$ cat config.mk
export PLATFORM = sky130hd
export DESIGN_NAME = multicycle_ctrl
export DESIGN_NICKNAME = d
export VERILOG_FILES = /design/src/rtl/multicycle_ctrl.sv
export SDC_FILE = /design/constraint.sdc
export NUM_CORES = 1
export LEC_CHECK = 0
export BUFFER_PORTS_ARGS = -buffer_cell sky130_fd_sc_hd__buf_2
export CAP_MARGIN = 5
export CORE_MARGIN = 8
export CORE_UTILIZATION = 40
export DETAILED_ROUTE_END_ITERATION = 10
export PLACE_DENSITY = 0.74
export SLEW_MARGIN = 0
export SYNTH_ARGS = -nofsm -noshare
export SYNTH_HDL_FRONTEND = slang
export SYNTH_SLANG_ARGS = --single-unit
$ cat constraint.sdc
create_clock -name clk -period 1.75 [get_ports clk]
set_input_delay 0.0875 -clock clk [delete_from_list [all_inputs] [get_ports clk]]
set_output_delay 0.0875 -clock clk [all_outputs]
set_load 0.02 [all_outputs]
$ cat src/rtl/multicycle_ctrl.sv
`default_nettype none
// ============================================================================
// Module   : multicycle_ctrl
// Brief    : Multicycle ARM-subset control FSM with NZCV flags and condition
//            gating. Optional CMP support under MULTICYCLE_CTRL_CMP_EN.
// Revision : 1.0
// ============================================================================
module multicycle_ctrl #(
    parameter logic [3:0] FLAGS_RST = 4'b0000
) (
    input  logic       clk,
    input  logic       reset,
    input  logic [3:0] Cond,
    input  logic [1:0] Op,
    input  logic [5:0] Funct,
    input  logic [3:0] Rd,
    input  logic [3:0] ALUFlags,
    output logic       PCWrite,
    output logic       MemWrite,
    output logic       RegWrite,
    output logic       IRWrite,
    output logic       AdrSrc,
    output logic       ALUSrcA,
    output logic [1:0] ALUSrcB,
    output logic [1:0] ResultSrc,
    output logic [1:0] RegSrc,
    output logic [1:0] ImmSrc,
    output logic [1:0] ALUControl,
    output logic       Illegal
);

    typedef enum logic [3:0] {
        S_FETCH   = 4'd0,
        S_DECODE  = 4'd1,
        S_MEMADR  = 4'd2,
        S_MEMREAD = 4'd3,
        S_MEMWB   = 4'd4,
        S_MEMWR   = 4'd5,
        S_EXECR   = 4'd6,
        S_EXECI   = 4'd7,
        S_ALUWB   = 4'd8,
        S_BRANCH  = 4'd9,
        S_UNKNOWN = 4'd10
    } state_t;

    state_t     r_state;
    logic [3:0] r_flags;
    logic       r_cond_ex;

    logic       w_next_pc;
    logic       w_ir_w;
    logic       w_reg_w;
    logic       w_mem_w;
    logic       w_branch;
    logic       w_alu_op;
    logic       w_pcs;
    logic       w_cond_ex;
    logic [1:0] w_flag_w;

    logic       w_cmd_add;
    logic       w_cmd_sub;
    logic       w_cmd_and;
    logic       w_cmd_orr;
    logic       w_cmd_cmp;
    logic       w_dp_ok;

    // Data-processing command decode on Funct[4:1]
    always_comb begin
        w_cmd_add = (Funct[4:1] == 4'b0100);
        w_cmd_sub = (Funct[4:1] == 4'b0010);
        w_cmd_and = (Funct[4:1] == 4'b0000);
        w_cmd_orr = (Funct[4:1] == 4'b1100);
`ifdef MULTICYCLE_CTRL_CMP_EN
        w_cmd_cmp = (Funct[4:1] == 4'b1010) & Funct[0];
`else
        w_cmd_cmp = 1'b0;
`endif
        w_dp_ok   = w_cmd_add | w_cmd_sub | w_cmd_and | w_cmd_orr | w_cmd_cmp;
    end

    always_comb begin
        logic n, z, c, v;
        {n, z, c, v} = r_flags;
        w_cond_ex    = 1'b0;
        case (Cond)
            4'b0000: w_cond_ex = z;
            4'b0001: w_cond_ex = ~z;
            4'b0010: w_cond_ex = c;
            4'b0011: w_cond_ex = ~c;
            4'b0100: w_cond_ex = n;
            4'b0101: w_cond_ex = ~n;
            4'b0110: w_cond_ex = v;
            4'b0111: w_cond_ex = ~v;
            4'b1000: w_cond_ex = c & ~z;
            4'b1001: w_cond_ex = ~c | z;
            4'b1010: w_cond_ex = (n == v);
            4'b1011: w_cond_ex = (n != v);
            4'b1100: w_cond_ex = ~z & (n == v);
            4'b1101: w_cond_ex = z | (n != v);
            4'b1110: w_cond_ex = 1'b1;
            default: w_cond_ex = 1'b0;
        endcase
    end

    // Per-state control decode; ALUControl defaults to ADD outside execute
    always_comb begin
        w_next_pc = 1'b0;
        w_ir_w    = 1'b0;
        w_reg_w   = 1'b0;
        w_mem_w   = 1'b0;
        w_branch  = 1'b0;
        w_alu_op  = 1'b0;
        AdrSrc    = 1'b0;
        ALUSrcA   = 1'b0;
        ALUSrcB   = 2'b00;
        ResultSrc = 2'b00;
        Illegal   = 1'b0;
        case (r_state)
            S_FETCH: begin
                w_ir_w    = 1'b1;
                w_next_pc = 1'b1;
                ALUSrcA   = 1'b1;
                ALUSrcB   = 2'b10;
                ResultSrc = 2'b10;
            end
            S_DECODE: begin
                ALUSrcA   = 1'b1;
                ALUSrcB   = 2'b10;
                ResultSrc = 2'b10;
            end
            S_MEMADR: begin
                ALUSrcB   = 2'b01;
            end
            S_MEMREAD: begin
                AdrSrc    = 1'b1;
            end
            S_MEMWB: begin
                ResultSrc = 2'b01;
                w_reg_w   = 1'b1;
            end
            S_MEMWR: begin
                AdrSrc    = 1'b1;
                w_mem_w   = 1'b1;
            end
            S_EXECR: begin
                w_alu_op  = 1'b1;
            end
            S_EXECI: begin
                ALUSrcB   = 2'b01;
                w_alu_op  = 1'b1;
            end
            S_ALUWB: begin
                w_reg_w   = 1'b1;
            end
            S_BRANCH: begin
                ALUSrcB   = 2'b01;
                ResultSrc = 2'b10;
                w_branch  = 1'b1;
            end
            S_UNKNOWN: begin
                Illegal   = 1'b1;
            end
            default: begin
                Illegal   = 1'b0;
            end
        endcase
    end

    always_comb begin
        ALUControl = 2'b00;
        if (w_alu_op) begin
            if (w_cmd_sub | w_cmd_cmp) begin
                ALUControl = 2'b01;
            end else if (w_cmd_and) begin
                ALUControl = 2'b10;
            end else if (w_cmd_orr) begin
                ALUControl = 2'b11;
            end else begin
                ALUControl = 2'b00;
            end
        end
    end

    always_comb begin
        w_flag_w[1] = w_alu_op & Funct[0];
        w_flag_w[0] = w_alu_op & Funct[0] & (w_cmd_add | w_cmd_sub | w_cmd_cmp);
    end

    // Architectural writes are gated by the condition latched in DECODE
    assign w_pcs    = w_branch | (w_reg_w & (Rd == 4'hF));
    assign PCWrite  = reset & (w_next_pc | (w_pcs & r_cond_ex));
    assign RegWrite = reset & w_reg_w & r_cond_ex;
    assign MemWrite = reset & w_mem_w & r_cond_ex;
    assign IRWrite  = reset & w_ir_w;
    assign RegSrc   = {(Op == 2'b01), (Op == 2'b10)};
    assign ImmSrc   = Op;

    always_ff @(posedge clk) begin
        if (!reset) begin
            r_state   <= S_FETCH;
            r_flags   <= FLAGS_RST;
            r_cond_ex <= 1'b0;
        end else begin
            case (r_state)
                S_FETCH: begin
                    r_state <= S_DECODE;
                end
                S_DECODE: begin
                    r_cond_ex <= w_cond_ex;
                    case (Op)
                        2'b01:   r_state <= S_MEMADR;
                        2'b10:   r_state <= S_BRANCH;
                        2'b00: begin
                            if (!w_dp_ok) begin
                                r_state <= S_UNKNOWN;
                            end else if (Funct[5]) begin
                                r_state <= S_EXECI;
                            end else begin
                                r_state <= S_EXECR;
                            end
                        end
                        default: r_state <= S_UNKNOWN;
                    endcase
                end
                S_MEMADR: begin
                    r_state <= Funct[0] ? S_MEMREAD : S_MEMWR;
                end
                S_MEMREAD: begin
                    r_state <= S_MEMWB;
                end
                S_EXECR, S_EXECI: begin
                    r_state <= w_cmd_cmp ? S_FETCH : S_ALUWB;
                end
                default: begin
                    r_state <= S_FETCH;
                end
            endcase

            if (w_alu_op && r_cond_ex) begin
                if (w_flag_w[1]) begin
                    r_flags[3:2] <= ALUFlags[3:2];
                end
                if (w_flag_w[0]) begin
                    r_flags[1:0] <= ALUFlags[1:0];
                end
            end
        end
    end

endmodule
`default_nettype wire
Word-level counts from Yosys, hierarchy flattened
Index checks and enable logic that the tools add are counted.

Register bits: 9. Output and inout bits: 17. Logic and storage cells: 92.

Equality and inequality tests: 32. Muxes and demuxes: 20. Bitwise operators: 23. Reduce and logical (&&, ||, !) cells: 13.

Operator list (count): equality test 4 bit (second input constant) (12); equality test 4 x 3 -> 1 bit (second input constant) (9); equality test 4 x 2 -> 1 bit (second input constant) (5); case mux 4 bit (5 select lines) (1); case mux 1 bit (15 select lines) (1); AND 1 bit (12); logical NOT 4 bit (3); case mux 4 bit (3 select lines) (1); two-way mux 1 bit (9); equality test 4 x 1 -> 1 bit (second input constant) (2); two-way mux 2 bit (4); case mux 2 bit (2 select lines) (2); OR reduction 2 bit (4); OR 1 bit (7); OR reduction 3 bit (2); two-way mux 4 bit (1); inverter 1 bit (4); AND reduction 2 bit (2); two-way mux 3 bit (1); equality test 2 x 1 -> 1 bit (second input constant) (1); equality test 2 bit (second input constant) (1); logical NOT 2 bit (1); equality test 1 bit (1); logical AND 1 bit (1); != test 1 bit (1).

Longest topological paths before layout
Depth after elaboration: 8. Gate-level depth with buffers: 6. Mapped depth without buffers: 5.

Worst setup path after synthesis
Ideal clock, no wire load.

Kind: flip-flop to flip-flop. Start point: register r_state[2]. End point: register r_flags[0]. Setup time: 0.116 ns. Arrival time: 1.444 ns. Slack: 0.190 ns. Stages on the path, launching flop included: 7. Period minus slack after synthesis: 1.560 ns. Cell sequence: dfxtp_1 > buf_4 > nor2b_4 > nand4_4 > or4_4 > mux2i_1 > nor2b_1.

Word-level cells in the longest chain between the ends: 6.

Ends and longest elaborated chain: from (decl) (RTL line 46) `state_t r_state;`; from (signal assigned) (RTL line 226) `r_state <= Funct[0] ? S_MEMREAD : S_MEMWR;`; from (signal assigned) (RTL line 232) `r_state <= w_cmd_cmp ? S_FETCH : S_ALUWB;`; equality test 4 x 3 -> 1 bit (RTL line 118) `case (r_state)`; OR reduction 2 bit (no source line) (*); two-way mux 1 bit (*) (RTL line 118); AND 1 bit (2 in series) (RTL line 186) `w_flag_w[0] = w_alu_op & Funct[0] & (w_cmd_add | w_cmd_sub | w_cmd_cmp);`; AND reduction 2 bit (no source line) (*); to (signal assigned) (RTL line 244) `r_flags[1:0] <= ALUFlags[1:0];`; to (decl) (RTL line 47) `logic [3:0] r_flags;`.

Mark *: on every way between the ends. The rest lies on a longest branch, timed or not. A chain may end at the register's enable or synchronous reset.

Worst setup path after layout
Start point: register r_state[3]. End point: register r_flags[0].

Same word-level chain as after synthesis.

==> reports/metrics.yaml <==
floorplanning:
  core_um2: 1982
  die_area_um2: 3850
  num_rows: 16
  ios: 39
  die_height_um: 62.05
  die_w_um: 62.05
  start_util: 0.4280
clocking:
  cts_tree: "built"
  h-tree-depth: 1
  cts-resized-gates: 0
  clock_latency_ps: 260
  cts.sinks: 9
  cts_inserted_buffers: 3
  cts_setup_buffers: 0
  cts-root-buf: "clkbuf_4"
  cts.reportedPaths.clkPinSlew_ps: 60
  ctsHoldBuffers: 0
  cts.path.max_buffers: 2
run_status:
  status: "completed"
worst_setup_path:
  slowest_delay_ps: 520
  critPathKind: "reg -> reg"
  crit_required_ps: 1910
  crit_buf_inv: 0
  crit_slowest_cell: "or4_4"
  crit_fanout: 9
  worst_path_dominant_cell_family: "simple AND/OR/NAND/NOR gates"
  critical_path.cell_chain: "nor2b_4 -> nand4_4 -> or4_4 -> mux2i_1 -> nor2b_1"
  crit_arrival_ps: 1770
  start_kind: "flip-flop"
  cp-end-kind: "flip-flop"
logic_synthesis:
  synth.top_cell.area_share: 0.2124
  synth_most_common_cell: "nor2b_1"
  ys_seq_area_frac: 0.2124
  synth_area_leader_cell: "dfxtp_1"
  synth_cells: 111
  synth_cell_type_count: 41
  synth_seq_cells: 9
  synth_nets: 133
  postSynthAreaPerCell_um2: 7.642
  synth_edf_count: 0
  netlist_top_cells_count: "nor2b_1, nand2_1, nor2_1"
  yosys_warnings: 0
  syn_area_um2: 848.3
  synth.area.top_cells: "dfxtp_1, nor2b_1, mux2i_1, nand2_1, nor2_1"
  ys.flop_type: "dfxtp_1"
  synth-async-reset-ratio: 0
pwr:
  internal_power_uw: 412.6
  clkPwrFrac: 0.239
  ir_drop_mv: 0.4487
  p_switching_uw: 253.2
  pwr-share-seq: 0.368
  swShare: 0.3803
  p_per_area_nw_per_um2: 625.3
  power.leakage_nw: 0.4962
  pwr-share-comb: 0.394
global_route:
  antenna_found_initial: 0
  grt_max_degree: 12
  overflow: 0
  grt.total_usage: 0.1359
  grt_pass1_vias: 952
  grt_pass1_wl_um: 3939
final_layout:
  drive_gt1_frac: 0.3356
  fill_cells: 186
  areaGrowthSynthToFinish_pct: 25.52
  n_antenna_cell: 0
  nets: 169
drt:
  detail_route.first_pass.iterations: 4
  final_antenna_net_count: 0
  route.vias.total: 910
  drc: 0
  first_iter_violations: 16
  drt-wirelength-per-cell_um: 13.02
  finalWirelength_um: 2253
  viasPerCell: 5.260
timing:
  fin_crit_sh: 0.9239
  slew_headroom: 0.7383
  fin_skew_ps: 0.7714
  max_freq_mhz: 618.5
  finalCriticalPeriod_ps: 1617
  tightestPinTransition_ps: 391.8
  grt_setup_unrepaired: "no"
  finalHoldViolCount: 0
  finalSetupViolations: 0
  slew_viol_final: 0
  final.setup.worst_slack_ps: 133.2
  tns_ps: 0
hold_path:
  worstHoldPathType: "in -> reg"
placed_design:
  place_ws_ps: 126.1
  hpwlAfterDp_um: 1847
  place.gp.congestion: 0.8190
  portBuffers: 38
run:
  drv_cap: 0
[logic make-up after synthesis]
| kind of cell | Yosys count | share of synthesized area |
|---|---|---|
| AOI/OAI and AO/OA | 22 | 0.1976 |
| xor gates and xnor gates | 6 | 0.06195 |
| buffers and inverters | 12 | 0.07079 |
| DFF | 9 | 0.2124 |
| muxes | 6 | 0.07080 |
| and+or+nand+nor | 56 | 0.3864 |
[placed cells by master (no fill, tap or decap), drive strengths merged, types with 3 or more instances in the layout]
cell	count
a21oi	5
clkbuf	4
nand2	10
or4	3
dfxtp	9
nand2b	4
nand4	3
mux2i	6
nor3	3
buf	40
nor2b	13
inv	3
xnor2	4
nor2	10
[layer usage]
layer / part of all wire / wire length [um] / GRT usage / up-vias
met2: 0.49 / 1114 / 0.2404 / 26
met3: 0.070 / 157 / 0.04938 / 4
met5: 0 / 0 / 0 / -
li1: - / - / - / 475
met4: 0.0093 / 21 / 0.05195 / 0
met1: 0.43 / 959 / 0.1427 / 405
[state kept, by name, summed over array words and instances (netlist names)]
signal	flops
r_state	4
r_flags	4
r_cond_ex	1
[per-stage QoR]
step             util  total power [mW]  instances  instance area [um^2]  hold WS, ps
4_1_cts        0.5372            0.6715        173                  1065        71.49
2_1_floorplan       -            0.4245        111                 848.3        248.0
5_1_grt        0.5372            0.7179        173                  1065        76.08
3_3_place_gp   0.5240            0.5069        169                  1039        343.0
6_report       0.5372            0.6658        173                  1065        76.95
3_5_place_dp   0.5240            0.5119        169                  1039        347.4
[power groups by stage]
stage / Sequential [mW] / Combinational (mW) / Clock, mW
detailed placement: 0.249 / 0.263 / 0
finish: 0.245 / 0.262 / 0.159
global placement: 0.247 / 0.260 / 0
CTS: 0.245 / 0.263 / 0.163
global route: 0.248 / 0.292 / 0.178
floorplan: 0.229 / 0.196 / 0
[worst reg2reg max path: stages (launching register included)]
cell and delay, ps:
dfxtp_1 420, nor2b_4 210, nand4_4 140, or4_4 520
mux2i_1 160, nor2b_1 60
[final timing paths]
| path | from | endpoint | slack [ps] | depth (start not counted) |
|---|---|---|---|---|
| worst max-delay path | r_state[3] | r_flags[0] | 130 | 5 |
| worst min register to register | r_flags[1] | r_flags[1] | 570 | 2 |
| worst min-delay path | ALUFlags[2] | r_flags[2] | 80 | 3 |
| worst max register to register | r_state[3] | r_flags[0] | 130 | 5 |
[final cells by class]
class,count,area (um^2),area share
multi-input combinational,90,608.1,0.5711
inverter,3,11.26,0.01058
sequential,9,180.2,0.1692
tap,27,33.78,0.03173
timing repair buffer,40,205.2,0.1927
clock buffer,4,26.28,0.02468
(Power assumes the default switching activity.)
